--- src/rtl/line_mem_arbiter.sv ---
// line_mem_arbiter: round-robin two-port burst arbiter and beat sequencer for a shared line memory
module line_mem_arbiter #(
   parameter int DATA_WIDTH = 64,
   parameter int DEPTH      = 1024,
   parameter int LEN_WIDTH  = 4
) (
   input  logic                  i_clk,
   input  logic                  i_rst_n,
   input  logic                  i_rq0_vld,
   input  logic                  i_rq1_vld,
   input  logic                  i_rq0_we,
   input  logic                  i_rq1_we,
   input  logic [31:0]           i_rq0_addr,
   input  logic [31:0]           i_rq1_addr,
   input  logic [LEN_WIDTH-1:0]  i_rq0_len,
   input  logic [LEN_WIDTH-1:0]  i_rq1_len,
   output logic                  o_rq0_rdy,
   output logic                  o_rq1_rdy,
   output logic                  o_rq0_err,
   output logic                  o_rq1_err,
   output logic                  o_gnt0,
   output logic                  o_gnt1,
   input  logic [DATA_WIDTH-1:0] i_rq0_wdata,
   input  logic [DATA_WIDTH-1:0] i_rq1_wdata,
   output logic                  o_rsp0_vld,
   output logic                  o_rsp1_vld,
   output logic                  o_rsp0_last,
   output logic                  o_rsp1_last,
   output logic [DATA_WIDTH-1:0] o_rsp_data,
   output logic [31:0]           o_mem_addr,
   output logic                  o_mem_re,
   output logic                  o_mem_we,
   output logic [DATA_WIDTH-1:0] o_mem_wdata,
   input  logic [DATA_WIDTH-1:0] i_mem_rd_data
);
   localparam logic [0:0] IDLE  = 1'b0;
   localparam logic [0:0] BURST = 1'b1;
   logic [0:0]            r_state;
   logic                  r_rr, r_owner, r_we;
   logic [31:0]           r_base;
   logic [LEN_WIDTH-1:0]  r_len, r_cnt;
   logic                  r_rsp0_vld, r_rsp1_vld, r_rsp0_last, r_rsp1_last;
   logic [DATA_WIDTH-1:0] r_rsp_data;
   logic                  w_idle, w_burst, w_req, w_pick1, w_err, w_last, w_rd_beat;
   logic [31:0]           w_addr;
   logic [LEN_WIDTH-1:0]  w_len;
   logic                  w_we;
   logic [32:0]           w_end;
   // reset gates every combinational output so nothing leaks while rst_n is low
   assign w_idle    = i_rst_n & (r_state == IDLE);
   assign w_burst   = i_rst_n & (r_state == BURST);
   assign w_req     = i_rq0_vld | i_rq1_vld;
   assign w_pick1   = i_rq1_vld & (~i_rq0_vld | r_rr);
   assign w_addr    = w_pick1 ? i_rq1_addr : i_rq0_addr;
   assign w_len     = w_pick1 ? i_rq1_len : i_rq0_len;
   assign w_we      = w_pick1 ? i_rq1_we : i_rq0_we;
   // 33-bit end address so that huge start addresses cannot wrap into range
   assign w_end     = {1'b0, w_addr} + {{(33-LEN_WIDTH){1'b0}}, w_len};
   assign w_err     = w_end > 33'(DEPTH - 1);
   assign w_last    = r_cnt == r_len;
   assign w_rd_beat = w_burst & ~r_we;
   assign o_rq0_rdy   = w_idle & i_rq0_vld & ~w_pick1;
   assign o_rq1_rdy   = w_idle & w_pick1;
   assign o_rq0_err   = o_rq0_rdy & w_err;
   assign o_rq1_err   = o_rq1_rdy & w_err;
   assign o_gnt0      = w_burst & ~r_owner;
   assign o_gnt1      = w_burst & r_owner;
   assign o_mem_addr  = w_burst ? r_base + {{(32-LEN_WIDTH){1'b0}}, r_cnt} : '0;
   assign o_mem_re    = w_rd_beat;
   assign o_mem_we    = w_burst & r_we;
   assign o_mem_wdata = (w_burst & r_we) ? (r_owner ? i_rq1_wdata : i_rq0_wdata) : '0;
   assign o_rsp0_vld  = r_rsp0_vld;
   assign o_rsp1_vld  = r_rsp1_vld;
   assign o_rsp0_last = r_rsp0_last;
   assign o_rsp1_last = r_rsp1_last;
   assign o_rsp_data  = r_rsp_data;
   always_ff @(posedge i_clk) begin
      if (!i_rst_n) begin
         r_state     <= IDLE;
         r_rr        <= 1'b0;
         r_owner     <= 1'b0;
         r_we        <= 1'b0;
         r_base      <= '0;
         r_len       <= '0;
         r_cnt       <= '0;
         r_rsp0_vld  <= 1'b0;
         r_rsp1_vld  <= 1'b0;
         r_rsp0_last <= 1'b0;
         r_rsp1_last <= 1'b0;
         r_rsp_data  <= '0;
      end else begin
         r_rsp0_vld  <= w_rd_beat & ~r_owner;
         r_rsp1_vld  <= w_rd_beat & r_owner;
         r_rsp0_last <= w_rd_beat & ~r_owner & w_last;
         r_rsp1_last <= w_rd_beat & r_owner & w_last;
         if (w_rd_beat) r_rsp_data <= i_mem_rd_data;
         if (r_state == IDLE) begin
            if (w_req) begin
               r_owner <= w_pick1;
               r_base  <= w_addr;
               r_len   <= w_len;
               r_we    <= w_we;
               r_cnt   <= '0;
               if (w_err) r_rr <= ~w_pick1;
               else r_state <= BURST;
            end
         end else begin
            r_cnt <= r_cnt + 1'b1;
            if (w_last) begin
               r_state <= IDLE;
               r_rr    <= ~r_owner;
            end
         end
      end
   end
endmodule

--- config.mk ---
export PLATFORM = sky130hd
export DESIGN_NAME = line_mem_arbiter
export DESIGN_NICKNAME = d
export VERILOG_FILES = /design/src/rtl/line_mem_arbiter.sv
export SDC_FILE = /design/constraint.sdc
export NUM_CORES = 1
export LEC_CHECK = 0
export BUFFER_PORTS_ARGS = -buffer_cell sky130_fd_sc_hd__buf_4
export CELL_PAD_IN_SITES_DETAIL_PLACEMENT = 0
export CELL_PAD_IN_SITES_GLOBAL_PLACEMENT = 1
export CORE_AREA = 2 2 173 175
export DETAILED_ROUTE_END_ITERATION = 8
export DIE_AREA = 0 0 175 177
export GPL_TIMING_DRIVEN = 0
export PLACE_DENSITY = 0.82
export RECOVER_POWER = 50
export SYNTH_ARGS = -nofsm -noshare
export SYNTH_HDL_FRONTEND = slang
export SYNTH_SLANG_ARGS = --single-unit
--- constraint.sdc ---
create_clock -name i_clk -period 6.6 [get_ports i_clk]
set_clock_uncertainty 0.05 [all_clocks]
set_input_delay 0 -clock i_clk [delete_from_list [all_inputs] [get_ports i_clk]]
set_output_delay 0 -clock i_clk [all_outputs]
set_load 0.005 [all_outputs]
==> results.py <==
metrics = {
    "outcome": {
        "status": "finished with violations",
        "violations": "hold timing",
    },
    "clock_tree": {
        "cts_resized": 0,
        "htree_num_levels": 3,
        "cts_sinks": 112,
        "clockRootBuffer": "clkbuf_16",
        "cts_setup_buffers": 0,
        "cts_buffers": 9,
        "cts_buffer_depth": 2,
        "clk_pin_slew_ns": 0.08,
        "holdBufCountCts": 80,
        "clk_latency_ns": 0.37,
        "cts_tree": "yes",
    },
    "sta": {
        "maxSlewViolCount": 0,
        "fin_crit_sh_pct": 81.87,
        "fmax_mhz": 185.1,
        "tns_ns": 0,
        "worst_slew_pin_slew_ns": 0.8987,
        "finalCriticalPeriod_ns": 5.404,
        "setup_viol": 0,
        "rsz0062_at_grt": "false",
        "whs_ns": -0.001697,
        "slew_headroom_pct": 40.09,
        "hold_viol_final": 1,
    },
    "power_and_ir_drop": {
        "pwr_density_cell_nw_per_um2": 144.8,
        "fin_total_pwr_uw": 1740,
        "peakVddDrop_mv": 0.09888,
        "static-leakage-power_uw": 0.005275,
    },
    "die": {
        "fp.dieW_um": 175,
        "pin_count": 442,
        "fp.dieH_um": 177,
        "fp.dieArea_um2": 30980,
        "core_area_um2": 29240,
        "rows": 63,
        "start_util_pct": 24.93,
    },
    "critical_path": {
        "worstSetupPathType": "reg -> out",
        "path_buf_inv": 6,
        "end_kind": "primary output",
        "r2r_end": "r_rr",
        "crit_chain": "and2b_1 > buf_6 > nor2_8 > buf_6 > buf_4 > buf_4 > clkbuf_1 > nand2_1 > nand2_1 > ha_1 > nand2_1 > o21ai_0 > o21a_4 > xnor2_1 > or4_1 > a2111o_1 > a2111oi_4 > and2b_1 > buf_4",
        "crit_family": "compound AO/OA/AOI/OAI gates",
        "crit_fanout": 10,
        "r2r-start": "r_rr",
        "path_depth": 19,
        "r2r_setup_slack_ns": 1.49,
        "required_ns": 6.55,
        "cp.arrival_ns": 5.35,
        "r2r_cells": 19,
        "cp_slowest_cell": "o21ai_0",
        "critPathLaunchType": "register",
        "cpPeakStageDelay_ns": 0.53,
    },
    "detailed_routing": {
        "vias": 9255,
        "firstDrtPassIters": 5,
        "ant_nets": 0,
        "drt_iter0_markers": 540,
        "avgRoutedWirePerCell_um": 19.66,
        "drc": 0,
        "viasPerCell": 4.861,
        "totalWireLength_um": 37430,
    },
    "yosys": {
        "synthFlopType": "dfxtp_1",
        "ys_types": 64,
        "synth_commonest_cells": "nand2_1, dfxtp_1, nor2_1, mux2i_1, o21ai_0",
        "synth_nets": 1257,
        "yosysWarnings": 0,
        "ys_ff_latch": 112,
        "synth.most_common_cell": "nand2_1",
        "netlist_area_um2": 7291,
        "yosysTopAreaCellShare_pct": 30.75,
        "synthTopCellsByArea": "dfxtp_1, nand2_1, mux2i_1, nor2_1, o21ai_0",
        "synth.avg_cell_area_um2": 7.470,
        "synth_edf_count": 0,
        "yosysSeqAreaShare_pct": 30.75,
        "syn_inst": 976,
        "synthArstFlopShare_pct": 0,
        "synth_area_leader_cell": "dfxtp_1",
    },
    "global_route": {
        "grt_pass1_wl_um": 54540,
        "antenna_found_initial": 1,
        "grt_start_max_net_pins": 22,
        "gr-total-overflow": 0,
        "grt_pass1_vias": 9354,
        "grt_usage_pct": 23.25,
    },
    "min_path": {
        "hold_path_depth": 5,
        "min_from": "i_rq0_len[0]",
        "hp-class": "in -> reg",
        "hold_end": "r_len[0]",
    },
    "place": {
        "portBuffers": 441,
        "place_congestion": 0.9211,
        "hpwl_um": 31220,
    },
    "flow_run": {
        "max-cap-violations": 0,
    },
    "finish": {
        "drive_gt1_share_pct": 27.96,
        "nets": 1789,
        "syn2layout_area_growth_pct": 64.84,
    },
}
[stage by stage]
stage          instances  setup slack [ns]  utilization (%)  area (um2)
2_1_floorplan        976             2.434                -        7291
3_3_place_gp        1807             1.586            37.92       11090
3_5_place_dp        1807             1.555            37.92       11090
4_1_cts             1903             1.217            41.77       12220
5_1_grt             1904            0.9178            41.09       12020
6_report            1904             1.196            41.09       12020
[worst reg2reg max path, stage by stage (launching register included)]
cell and delay [ns]:
dfxtp_1 0.35, and2b_1 0.20, buf_6 0.16, nor2_8 0.18, buf_6 0.21, buf_4 0.22
buf_4 0.23, clkbuf_1 0.36, nand2_1 0.10, nand2_1 0.11, ha_1 0.20, nand2_1 0.06
o21ai_0 0.53, o21a_4 0.28, xnor2_1 0.07, or4_1 0.41, a2111o_1 0.46, a2111oi_4 0.49
o22ai_1 0.19, mux2i_1 0.14
[how the worst max path moves through the flow]
stage               from        end  slack (ns)
finish              r_rr  o_rq0_err        1.20
floorplan           r_rr       r_rr        2.43
global placement    r_rr       r_rr        1.59
CTS                 r_rr  o_rq0_err        1.22
global route        r_rr  o_rq0_err        0.92
detailed placement  r_rr       r_rr        1.55
[kinds of logic after synthesis]
logic type / count (synthesis) / synth area share, %
xor gates and xnor gates: 40 / 4.805
DFF: 112 / 30.75
buffers and inverters: 76 / 4.273
and+or+nand+nor: 466 / 28.16
AOI/OAI and AO/OA: 187 / 18.33
muxes: 84 / 11.58
adders and majority gates: 11 / 2.094
[layout make-up]
type	count	area, um2
Tap cell	390	488.0
Antenna cell	1	2.502
Timing Repair Buffer	521	3913
Inverter	9	33.78
Buffer	67	276.5
Sequential cell	112	2242
Clock buffer	9	225.2
Clock inverter	7	100.1
Multi-Input combinational cell	788	4737
Fill cell	3082	17230
[sequential cells by signal, summed over array words and instances, names as in the netlist, 4 cells and up]
| name | flops |
|---|---|
| r_cnt | 4 |
| r_base | 32 |
| r_len | 4 |
| o_rsp_data | 64 |
[power breakdown]
group          total [uW]  leakage (uW)  internal, uW  switching, uW
Combinational         426       0.00421           227            199
Clock                 597      0.000158           307            290
Sequential            718      0.000912           695           23.0
[metal layers]
metal	up-vias	wire [um]	GRT usage, %
met5	-	0	0
met4	0	1962	12.88
met3	76	1854	3.415
met2	368	19290	42.08
met1	4345	14320	26.19
li1	4466	-	-
[layout by cell type, fill, tap and decap left out, types with 3 or more instances in the layout]
cell / instances
mux2_2: 3
mux2i_1: 81
and4_1: 6
a22oi_1: 7
clkbuf_1: 110
dfxtp_1: 112
inv_1: 8
buf_4: 331
and3_1: 19
ha_1: 9
xnor2_1: 21
nor2b_1: 3
nor3_1: 9
o21ai_0: 79
clkbuf_4: 59
nand4_1: 21
a211oi_1: 3
a21boi_0: 10
a21o_1: 5
nor2_1: 108
or3_1: 5
nand3_1: 34
clkbuf_16: 9
nand2_1: 236
nor4_1: 3
xor2_1: 19
dlygate4sd3_1: 80
and2_1: 9
a21oi_1: 13
o211a_1: 27
o22ai_1: 4
buf_1: 4
o211ai_1: 9
(Power assumes the default switching activity.)
